[src/rtl/multicycle_control.sv]
`default_nettype none
// ============================================================================
// Module      : multicycle_control
// Description : Main control FSM for the multi-cycle datapath. It sequences
//               each instruction through fetch / decode / execute / memory /
//               write-back, and drives the datapath enables and mux selects.
//               It stalls on the memory ready handshake.
// Revision    : 1.0 - initial release
// ============================================================================
module multicycle_control (
  input  logic       clk,
  input  logic       rst_n,
  input  logic [5:0] opcode,
  input  logic       mem_ready,
  output logic       pc_write,
  output logic       pc_write_cond,
  output logic       i_or_d,
  output logic       mem_read,
  output logic       mem_write,
  output logic       ir_write,
  output logic       reg_write,
  output logic       reg_dst,
  output logic       mem_to_reg,
  output logic       alu_src_a,
  output logic [1:0] alu_src_b,
  output logic [1:0] alu_op,
  output logic [1:0] alu_funct_src,
  output logic [1:0] pc_source,
  output logic       instr_done,
  output logic       illegal,
  output logic [3:0] state
);

  typedef enum logic [3:0] {
    S_IDLE      = 4'd0,
    S_FETCH     = 4'd1,
    S_DECODE    = 4'd2,
    S_MEM_ADDR  = 4'd3,
    S_MEM_READ  = 4'd4,
    S_MEM_WB    = 4'd5,
    S_MEM_WRITE = 4'd6,
    S_R_EXEC    = 4'd7,
    S_ALU_WB    = 4'd8,
    S_I_EXEC    = 4'd9,
    S_BRANCH    = 4'd10,
    S_JUMP      = 4'd11,
    S_ILLEGAL   = 4'd12
  } state_t;

  localparam logic [5:0] C_OP_RTYPE = 6'b000000;
  localparam logic [5:0] C_OP_LW    = 6'b100011;
  localparam logic [5:0] C_OP_SW    = 6'b101011;
  localparam logic [5:0] C_OP_ADDI  = 6'b001000;
  localparam logic [5:0] C_OP_SLTI  = 6'b001010;
  localparam logic [5:0] C_OP_ANDI  = 6'b001100;
  localparam logic [5:0] C_OP_ORI   = 6'b001101;
  localparam logic [5:0] C_OP_XORI  = 6'b001110;
  localparam logic [5:0] C_OP_BEQ   = 6'b000100;
  localparam logic [5:0] C_OP_J     = 6'b000010;

  // Moore control word; registered so outputs come straight from flops
  typedef struct packed {
    logic       pc_write;
    logic       pc_write_cond;
    logic       i_or_d;
    logic       mem_read;
    logic       mem_write;
    logic       reg_write;
    logic       reg_dst;
    logic       mem_to_reg;
    logic       alu_src_a;
    logic [1:0] alu_src_b;
    logic [1:0] alu_op;
    logic [1:0] alu_funct_src;
    logic [1:0] pc_source;
    logic       instr_done;
    logic       illegal;
  } ctrl_t;

  state_t state_q, state_d;
  ctrl_t  ctrl_q, ctrl_d;
  logic   w_fetch_ack;
  logic   w_store_ack;

  // Next-state logic: dispatch in DECODE, hold memory states until ready
  always_comb begin
    state_d = state_q;
    case (state_q)
      S_IDLE:      state_d = S_FETCH;
      S_FETCH:     if (mem_ready) state_d = S_DECODE;
      S_DECODE: begin
        case (opcode)
          C_OP_RTYPE:                                    state_d = S_R_EXEC;
          C_OP_LW, C_OP_SW:                              state_d = S_MEM_ADDR;
          C_OP_ADDI, C_OP_SLTI, C_OP_ANDI,
          C_OP_ORI, C_OP_XORI:                           state_d = S_I_EXEC;
          C_OP_BEQ:                                      state_d = S_BRANCH;
          C_OP_J:                                        state_d = S_JUMP;
          default:                                       state_d = S_ILLEGAL;
        endcase
      end
      S_MEM_ADDR:  state_d = (opcode == C_OP_LW) ? S_MEM_READ : S_MEM_WRITE;
      S_MEM_READ:  if (mem_ready) state_d = S_MEM_WB;
      S_MEM_WB:    state_d = S_FETCH;
      S_MEM_WRITE: if (mem_ready) state_d = S_FETCH;
      S_R_EXEC:    state_d = S_ALU_WB;
      S_I_EXEC:    state_d = S_ALU_WB;
      S_ALU_WB:    state_d = S_FETCH;
      S_BRANCH:    state_d = S_FETCH;
      S_JUMP:      state_d = S_FETCH;
      S_ILLEGAL:   state_d = S_ILLEGAL;
      default:     state_d = S_IDLE;
    endcase
  end

  // Control word for the state being entered; opcode is already stable here
  always_comb begin
    ctrl_d = '0;
    case (state_d)
      S_FETCH: begin
        ctrl_d.mem_read  = 1'b1;
        ctrl_d.alu_src_b = 2'b01;
      end
      S_DECODE: begin
        ctrl_d.alu_src_b = 2'b11;
      end
      S_MEM_ADDR: begin
        ctrl_d.alu_src_a = 1'b1;
        ctrl_d.alu_src_b = 2'b10;
      end
      S_MEM_READ: begin
        ctrl_d.mem_read = 1'b1;
        ctrl_d.i_or_d   = 1'b1;
      end
      S_MEM_WB: begin
        ctrl_d.reg_write  = 1'b1;
        ctrl_d.mem_to_reg = 1'b1;
        ctrl_d.instr_done = 1'b1;
      end
      S_MEM_WRITE: begin
        ctrl_d.mem_write = 1'b1;
        ctrl_d.i_or_d    = 1'b1;
      end
      S_R_EXEC: begin
        ctrl_d.alu_src_a = 1'b1;
        ctrl_d.alu_op    = 2'b10;
      end
      S_I_EXEC: begin
        ctrl_d.alu_src_a     = 1'b1;
        ctrl_d.alu_src_b     = 2'b10;
        ctrl_d.alu_funct_src = 2'b01;
        case (opcode)
          C_OP_ADDI: ctrl_d.alu_op = 2'b00;
          C_OP_SLTI: ctrl_d.alu_op = 2'b01;
          default:   ctrl_d.alu_op = 2'b11;
        endcase
      end
      S_ALU_WB: begin
        ctrl_d.reg_write  = 1'b1;
        ctrl_d.reg_dst    = (opcode == C_OP_RTYPE);
        ctrl_d.instr_done = 1'b1;
      end
      S_BRANCH: begin
        ctrl_d.alu_src_a     = 1'b1;
        ctrl_d.alu_op        = 2'b10;
        ctrl_d.alu_funct_src = 2'b10;
        ctrl_d.pc_write_cond = 1'b1;
        ctrl_d.pc_source     = 2'b01;
        ctrl_d.instr_done    = 1'b1;
      end
      S_JUMP: begin
        ctrl_d.pc_write   = 1'b1;
        ctrl_d.pc_source  = 2'b10;
        ctrl_d.instr_done = 1'b1;
      end
      S_ILLEGAL: begin
        ctrl_d.illegal = 1'b1;
      end
      default: ctrl_d = '0;
    endcase
  end

  // State and registered control word; reset clears everything at once
  always_ff @(posedge clk or negedge rst_n) begin
    if (!rst_n) begin
      state_q <= S_IDLE;
      ctrl_q  <= '0;
    end else begin
      state_q <= state_d;
      ctrl_q  <= ctrl_d;
    end
  end

  // Handshake-qualified strobes; IDLE during reset keeps them low
  assign w_fetch_ack = (state_q == S_FETCH) && mem_ready;
  assign w_store_ack = (state_q == S_MEM_WRITE) && mem_ready;

  assign pc_write      = ctrl_q.pc_write | w_fetch_ack;
  assign ir_write      = w_fetch_ack;
  assign instr_done    = ctrl_q.instr_done | w_store_ack;
  assign pc_write_cond = ctrl_q.pc_write_cond;
  assign i_or_d        = ctrl_q.i_or_d;
  assign mem_read      = ctrl_q.mem_read;
  assign mem_write     = ctrl_q.mem_write;
  assign reg_write     = ctrl_q.reg_write;
  assign reg_dst       = ctrl_q.reg_dst;
  assign mem_to_reg    = ctrl_q.mem_to_reg;
  assign alu_src_a     = ctrl_q.alu_src_a;
  assign alu_src_b     = ctrl_q.alu_src_b;
  assign alu_op        = ctrl_q.alu_op;
  assign alu_funct_src = ctrl_q.alu_funct_src;
  assign pc_source     = ctrl_q.pc_source;
  assign illegal       = ctrl_q.illegal;
  assign state         = state_q;

endmodule
`default_nettype wire

[config.mk]
export PLATFORM = sky130hd
export DESIGN_NAME = multicycle_control
export DESIGN_NICKNAME = d
export VERILOG_FILES = /design/src/rtl/multicycle_control.sv
export SDC_FILE = /design/constraint.sdc
export NUM_CORES = 1
export LEC_CHECK = 0
export ABC_AREA = 1
export ABC_CLOCK_PERIOD_IN_PS = 4200
export BUFFER_PORTS_ARGS = -buffer_cell sky130_fd_sc_hd__buf_2
export CAP_MARGIN = 30
export CORE_MARGIN = 2
export CORE_UTILIZATION = 34
export DETAILED_ROUTE_END_ITERATION = 16
export PLACE_DENSITY = 0.57
export SYNTH_ARGS = -nofsm -noshare
export SYNTH_HDL_FRONTEND = slang
export SYNTH_SLANG_ARGS = --single-unit
[constraint.sdc]
create_clock -name clk -period 4.2 [get_ports clk]
set_input_delay 0.21 -clock clk [delete_from_list [all_inputs] [get_ports clk]]
set_output_delay 0.21 -clock clk [all_outputs]
set_load 0.03 [all_outputs]
==> results of run 1 <==
[cells in the final DEF, fill, tap and decap left out]
cell type / count
sky130_fd_sc_hd__a21o_1: 1
sky130_fd_sc_hd__nor2_1: 18
sky130_fd_sc_hd__a21oi_1: 3
sky130_fd_sc_hd__dlygate4sd3_1: 1
sky130_fd_sc_hd__nand3_2: 2
sky130_fd_sc_hd__o21ai_1: 1
sky130_fd_sc_hd__buf_2: 32
sky130_fd_sc_hd__o21ai_0: 4
sky130_fd_sc_hd__inv_2: 3
sky130_fd_sc_hd__clkbuf_4: 3
sky130_fd_sc_hd__clkinv_2: 1
sky130_fd_sc_hd__or2_2: 1
sky130_fd_sc_hd__bufinv_16: 1
sky130_fd_sc_hd__or2_1: 1
sky130_fd_sc_hd__nand3_1: 11
sky130_fd_sc_hd__nor2_2: 8
sky130_fd_sc_hd__nor3_1: 1
sky130_fd_sc_hd__dfrtp_1: 22
sky130_fd_sc_hd__inv_1: 18
sky130_fd_sc_hd__nand3_4: 1
sky130_fd_sc_hd__nand4_1: 1
sky130_fd_sc_hd__nor2_4: 1
sky130_fd_sc_hd__nand2_1: 33
sky130_fd_sc_hd__nor4_1: 1
sky130_fd_sc_hd__nor3b_4: 1
sky130_fd_sc_hd__nand3b_1: 1
sky130_fd_sc_hd__o21a_1: 1
sky130_fd_sc_hd__nand2_2: 6
[worst reg2reg max path, cell delays in order, from the launching register on]
cell,delay (ns)
sky130_fd_sc_hd__dfrtp_1,0.46
sky130_fd_sc_hd__nor2_2,0.19
sky130_fd_sc_hd__inv_2,0.07
sky130_fd_sc_hd__nor2_2,0.17
sky130_fd_sc_hd__o21ai_1,0.15
sky130_fd_sc_hd__nand2_1,0.19
sky130_fd_sc_hd__nand2_2,0.09
sky130_fd_sc_hd__or2_1,0.25
sky130_fd_sc_hd__nand2_1,0.07
[final timing paths]
path	start	cells past startpoint	slack (ns)	end
setup / recovery	state[1]	7	2.38	pc_write
hold / removal	opcode[5]	4	0.23	reg_dst
setup reg to reg	state[2]	8	2.50	mem_read
hold reg to reg	state[0]	1	0.63	mem_to_reg
max in group asynchronous	rst_n	2	3.48	state[2]
min in group asynchronous	rst_n	2	0.39	mem_write
[logic make-up (layout without fill, tap and decap cells)]
family	count (synthesis)	in the layout
simple gates	87	87
buf+inv	30	59
flops	22	22
compound gates	10	10
[timing repair]
action	CTS	global route
hold buffers	1	0
hold endpoints to repair	22	0
resized for setup	0	0
[per-layer routing]
| metal | share of wire [%] | up-vias |
|---|---|---|
| li1 | - | 510 |
| met1 | 43 | 465 |
| met2 | 51 | 22 |
| met3 | 5.2 | 0 |
| met4 | 0 | 0 |
| met5 | 0 | - |
[cell type report]
cell class	count	share of cell area, %
clock buffer	3	1.60
clock inverter	1	2.13
inverter	22	5.95
multi-input combinational	97	35.1
sequential	22	39.1
tap	46	4.09
timing repair buffer	33	12.1
[report_power, final]
| group | total [mW] | internal, mW | switching [mW] |
|---|---|---|---|
| registers | 0.310 | 0.274 | 0.0366 |
| logic | 0.540 | 0.156 | 0.385 |
| clock network | 0.159 | 0.0964 | 0.0622 |
| total | 1.01 | 0.526 | 0.484 |
==> summary.md, run 1 <==
| Metric | Value |
|---|---|
| CP bufs+invs | 4 |
| Post-synthesis instance area | around 1200 µm² |
| Endpoint type of the worst setup path | output port |
| Drc violations | 0 |
| Total iterations of the first detailed-routing run | 4 |
| Critical path peak fanout | 7 |
| Quantity of I/O buffers inserted on ports | 32 |
| Worst EP required | 3.99 ns |
| Post-synth net total | 158 |
| Leading post-synthesis cells by cell area | sky130_fd_sc_hd__dfrtp_1 (46%), sky130_fd_sc_hd__nand2_1 (10%), sky130_fd_sc_hd__inv_1 (5.7%) |
| RSZ-0062 raised after global routing | no |
| End-of-flow core utilization | 42.2% |
| Drt via density | between 4 and 5 |
| Final number of setup-violating endpoints | 0 |
| Warning count from the yosys run | 0 |
| P per Cell Area | 716 nW/µm² |
| Path type of the worst setup path | reg -> out |
| Storage cell area | 551 µm² |
| Min-Delay Path Class | in -> reg |
| Worst slack at placement | 2.54 ns |
| CTS sink cnt | 22 |
| Detailed placer's ending HPWL | 1.94 mm |
| Final setup margin | 2.38 ns |
| Root Buffer | sky130_fd_sc_hd__clkbuf_4 |
| CP most frequent cell | sky130_fd_sc_hd__inv_2 |
| Total vias in the final route | 997 |
| Fraction of post-synthesis cell area in the top cell type by area | 46.3% |
| Dominant delay contributor by cell family on the critical path | flip-flops |
| Gr usage total | 13.3% |
| Aggregate negative setup slack | 0 ns |
| Met2 routing resource usage after global routing | between 20% and 30% |
| Post-synth EDFFs | 0 |
| Total Power Consumption | 1.01 mW |
| Die height | 63.1 µm |
| H-tree Lvls | 1 |
| Sequential fraction of the synthesis area | 46.3% |
| Slowest cell on crit path | sky130_fd_sc_hd__dfrtp_1 |
| Final worst path period share | between 40% and 50% |
| Area of the die | 3980 µm² |
| Wire length of the first global-routing pass | 4.28 mm |
| TritonCTS clock tree | done |
| Largest family of logic cells by synthesized area | simple AND/OR/NAND/NOR gates |
| Share of synthesized cell area in full adder, half adder and majority cells | 0% |
| Top-Level Pins | 33 |
| Number of clock buffers inserted by TritonCTS | 3 |
| Average cell area after synthesis | 7.98 µm² |
| Die width | 63.1 µm |
| Min Tclk post-route | around 1.8 ns |
| Delay of the slowest critical-path stage | 0.51 ns |
| Share of flip-flops with an asynchronous set or reset after synthesis | 100% |
| Top cells by count, synth | sky130_fd_sc_hd__nand2_1 (33), sky130_fd_sc_hd__dfrtp_1 (22), sky130_fd_sc_hd__inv_1 (18), sky130_fd_sc_hd__nor2_1 (18), sky130_fd_sc_hd__nand3_1 (11) |
| Share of final-layout standard cells stronger than drive strength 1 | 33.7% |
| Achievable clock frequency | around 550 MHz |
| Multi-input combinational cell area | 494 µm² |
| Cell area after layout | 1410 µm² |
| Worst hold margin | 0.232 ns |
| Cell area after placement | 1350 µm² |
| Number of standard-cell rows in the floorplan | 21 |
| GR Layer Usage met1 | between 10% and 20% |
| Most used standard cell by instance count after synthesis | sky130_fd_sc_hd__nand2_1 |
| Nets | 188 |
| Pin count of the biggest net entering global routing | 23 |
| Area fraction in and, or, nand and nor cells after synthesis | 36.9% |
| Pleak | 0.823 nW |
| Count of different cell masters after synthesis | 25 |
| Number of nets still failing antenna checks after routing | 0 |
| Synthesis-stage register bit count | 22 |
| Status | finished clean |
| Maximum Capacitance Violations | 0 |
| Max-slew headroom at the worst pin | 67.5% |
| Core region area | around 3300 µm² |
| Fin. Hold Viols | 0 |
| Transition time at the pin with the least slew margin | 0.487 ns |
| FILL cells | 356 |
| Antenna violations before repair | 0 |
| Share of cell area taken by muxes after synthesis | 0% |
| Flip-flop count of the largest register after layout | 4 |
| Arrival time of the worst setup path | 1.61 ns |
| Number of instances in the placed design | 219 |
| Vias in the first global route | ~1,000 |
| Finished Layout Cells | 224 |
| Clock skew | 0.00392 ns |
| Number of max-slew violations in the final report | 0 |
| Wirelength per Cell | about 11 µm |
| Insertion delay to the later sink of the worst-skew pair | roughly 0.30 ns |
| Xor and xnor fraction of the mapped netlist area | 0% |
| Post-CTS Setup Repair Bufs | 0 |
| Cell breakdown of the critical path | inv_2 -> nand2_2 -> inv_2 -> nand3_2 -> inv_1 -> or2_2 -> buf_2 |
| Clock transition at the registers of the reported paths | 0.12 ns |
| Deepest clock path buffer count | 2 |
| 1st-iter DRT viols | 31 |
| Final antenna diode count | 0 |
| Total congestion overflow | 0 |
| Share of the synthesized area in compound gates (AO/OA/AOI/OAI) | under 10% |
| Cell count after synthesis | 149 |
| Starting density of the core | roughly 36% |
| Most Crowded Layer GR | met2 |
| Area growth from synthesis to layout | 18.5% |
| Largest area contributor in the synthesized netlist | sky130_fd_sc_hd__dfrtp_1 |
| Main flop type after synthesis | sky130_fd_sc_hd__dfrtp_1 |
| Launching element type of the critical path | register |
| Peak ir drop on the vdd network | 151 µV |
| Total length of routed wires | 2.37 mm |
| Global placer's final weighted congestion | roughly 0.82 |
| Met3 layer usage reported by global route | 1.61% |
No activity file was read; power rests on OpenSTA's default activity.
==> run 2, diff against run 1 <==
--- a/config.mk
+++ b/config.mk
@@ -6,13 +6,13 @@
 export NUM_CORES = 1
 export LEC_CHECK = 0
 export ABC_AREA = 1
-export ABC_CLOCK_PERIOD_IN_PS = 4200
+export ABC_CLOCK_PERIOD_IN_PS = 1600
 export BUFFER_PORTS_ARGS = -buffer_cell sky130_fd_sc_hd__buf_2
 export CAP_MARGIN = 30
 export CORE_MARGIN = 2
 export CORE_UTILIZATION = 34
 export DETAILED_ROUTE_END_ITERATION = 16
-export PLACE_DENSITY = 0.57
+export PLACE_DENSITY = 0.59
 export SYNTH_ARGS = -nofsm -noshare
 export SYNTH_HDL_FRONTEND = slang
 export SYNTH_SLANG_ARGS = --single-unit
==> constraint.sdc (replaced) <==
create_clock -name clk -period 1.6 [get_ports clk]
set_input_delay 0.08 -clock clk [delete_from_list [all_inputs] [get_ports clk]]
set_output_delay 0.08 -clock clk [all_outputs]
set_load 0.03 [all_outputs]
==> run 2 against run 1 <==
Compared with the run above: the run now ends with setup timing left; highest routed layer is now met4; utilization rose by 7.1 points; clock power rose to 2.6 times the previous value; worst setup slack got worse by 2.4 ns; register-to-register slack got worse by 2.5 ns; non-clock buffer count rose by 17; largest power group unchanged; power rose to 3.2 times the previous value; final cell count rose by 7.6%.
==> summary.md, run 2 (same netlist as run 1, synthesis figures left out) <==
| Metric | Value |
|---|---|
| Startpoint of the most critical register-to-register path | state[2] |
| Die width | 63.1 µm |
| Maximum Capacitance Violations | 0 |
| Clock share of power | approximately an eighth |
| Total congestion overflow | 0 |
| Path type of the worst setup path | reg -> reg |
| FILL cells | 314 |
| Share of final-layout standard cells stronger than drive strength 1 | 50.8% |
| Pin count of the biggest net entering global routing | 23 |
| Number of nets still failing antenna checks after routing | 0 |
| Number of clock buffers inserted by TritonCTS | 3 |
| Nets | a little over 200 |
| Insertion delay to the later sink of the worst-skew pair | roughly 0.3 ns |
| DR WL met2 | approximately 1.5 mm |
| R2R Path End | alu_src_a |
| Core region area | 3340 µm² |
| Logic pwr share | between 60 and 70% |
| Wirelength per Cell | 11.4 µm |
| Final setup margin | -0.0122 ns |
| Launching element type of the critical path | register |
| Peak ir drop on the vdd network | 512 µV |
| Arrival time of the worst setup path | 1.86 ns |
| Final worst path period share | 101% |
| Deepest clock path buffer count | 2 |
| Cell internal pwr | ~1.7 mW |
| H-tree Lvls | 1 |
| Total length of routed wires | 2.75 mm |
| Detailed placer's ending HPWL | ~1.9 mm |
| Vias in the first global route | 1,062 |
| Depth of the worst hold-timing path | 4 |
| Endpoint type of the worst setup path | register |
| Commonest cells after routing, fill and taps aside | sky130_fd_sc_hd__buf_2 (31), sky130_fd_sc_hd__nand2_1 (28), sky130_fd_sc_hd__dfrtp_1 (18) |
| Reg-to-reg setup timing slack | -0.01 ns |
| Antenna violations before repair | 0 |
| TritonCTS clock tree | done |
| Quantity of I/O buffers inserted on ports | 32 |
| Critical path peak fanout | 6 |
| Gr usage total | 13.8% |
| Min Tclk post-route | 1.61 ns |
| Starting density of the core | 35.6% |
| P per Cell Area | 1970 nW/µm² |
| Net Sw Frac | 46.4% |
| Total Power Consumption | 3.24 mW |
| Root Buffer | sky130_fd_sc_hd__clkbuf_4 |
| Endpoint of the worst hold path | alu_op[0] |
| Drc violations | 0 |
| Final number of setup-violating endpoints | 1 |
| Failing checks | setup timing |
| Flip-flop count of the largest register after layout | 4 |
| Final antenna diode count | 0 |
| Number of standard-cell rows in the floorplan | 21 |
| Clock transition at the registers of the reported paths | 0.12 ns |
| Status | finished with violations |
| Area of the die | 3980 µm² |
| Pleak | 0.919 nW |
| Fin. Hold Viols | 0 |
| Number of max-slew violations in the final report | 0 |
| RSZ-0062 raised after global routing | yes |
| Met1 Wirelength | 1.11 mm |
| Transition time at the pin with the least slew margin | 0.477 ns |
| End-of-flow core utilization | roughly 50% |
| Min-Delay Path Class | in -> reg |
| Top-Level Pins | 33 |
| Wire length on met3 | roughly 120 µm |
| Max-slew headroom at the worst pin | 68.2% |
| Total iterations of the first detailed-routing run | 4 |
| Leading cell type in the layout, fill and taps excluded | sky130_fd_sc_hd__buf_2 |
| Total net switching power | ~1.5 mW |
| Drt via density | 4.54 |
| Wire length of the first global-routing pass | about 4.4 mm |
| Highest Signal Layer | met4 |
| Launching instance or port of the critical path | state[2] |
| Worst EP required | 1.85 ns |
| Die height | ~63 µm |
| Total vias in the final route | around 1,100 |
| HP Start | opcode[2] |
| 1st-iter DRT viols | 24 |
| Global placer's final weighted congestion | 0.977 |
| Area growth from synthesis to layout | 38.4% |
| Sequential group share of total power | 25.2% |
| Number of cells on the worst reg-to-reg path | 11 |
| CTS sink cnt | 22 |
| Achievable clock frequency | just over 600 MHz |
| Clock skew | 0.00250 ns |
==> run 2: power by group through the flow <==
stage                     clock (mW)  combinational [mW]  sequential, mW
after floorplan                    0               0.970            1.01
final                          0.420                2.01           0.817
after CTS                      0.432                1.72           0.817
after global placement             0                1.51           0.824
after detailed placement           0                1.52           0.829
after global routing           0.448                2.15           0.842
==> run 2: what timing repair did <==
action | CTS | global route
setup endpoints to repair | 8 | 10
resized for setup | 16 | 19
hold endpoints to repair | 22 | 0
pin swaps | 1 | 20
hold buffers | 1 | 0
setup buffers | 5 | 7
==> run 2: layout make-up <==
cell class	instances	area [µm²]	area share, %
inverters	22	85.1	5.17
clock buffers	3	22.5	1.37
well taps	46	57.6	3.50
repair buffers	50	315	19.2
flip-flops and latches	22	556	33.8
multi-input cells	97	579	35.2
clock inverters	1	30.0	1.83
==> run 2: metrics by stage <==
stage	setup WS (ns)	setup TNS, ns	cells	hold slack [ns]	cell area, µm²
floorplan	0.00787	0	149	-0.216	1190
global placement	-0.0597	-0.181	224	0.0649	1390
detailed placement	-0.0526	-0.194	224	0.0684	1390
CTS	0.000876	0	234	0.0966	1540
global route	-0.112	-0.719	241	0.116	1650
finish	-0.0122	-0.0122	241	0.0980	1650
==> run 2: routing by layer <==
layer / vias up / global-route usage (%)
met5: - / 0
met3: 4 / 1.61
met2: 35 / 25.7
li1: 545 / -
met4: 0 / 6.94
met1: 511 / 15.4
==> run 2: worst max path at each step <==
| stage | to | slack [ns] | depth (start not counted) |
|---|---|---|---|
| after detailed placement | mem_read | -0.05 | 10 |
| after global placement | alu_src_a | -0.06 | 13 |
| after CTS | alu_src_a | 0.0009 | 9 |
| after global routing | alu_src_a | -0.11 | 11 |
| after floorplan | alu_src_a | 0.008 | 13 |
| final | alu_src_a | -0.01 | 11 |
==> run 2: critical path, cell delays in order (launching register included) <==
cell and delay [ns]:
sky130_fd_sc_hd__dfrtp_2 0.48, sky130_fd_sc_hd__nor2_4 0.15, sky130_fd_sc_hd__inv_2 0.08, sky130_fd_sc_hd__nor2_4 0.15, sky130_fd_sc_hd__nand2_1 0.08, sky130_fd_sc_hd__inv_1 0.07, sky130_fd_sc_hd__nor2_2 0.04, sky130_fd_sc_hd__nand2_2 0.13
sky130_fd_sc_hd__nand3_2 0.12, sky130_fd_sc_hd__nor2_2 0.14, sky130_fd_sc_hd__nor2_2 0.06, sky130_fd_sc_hd__nand2_1 0.06
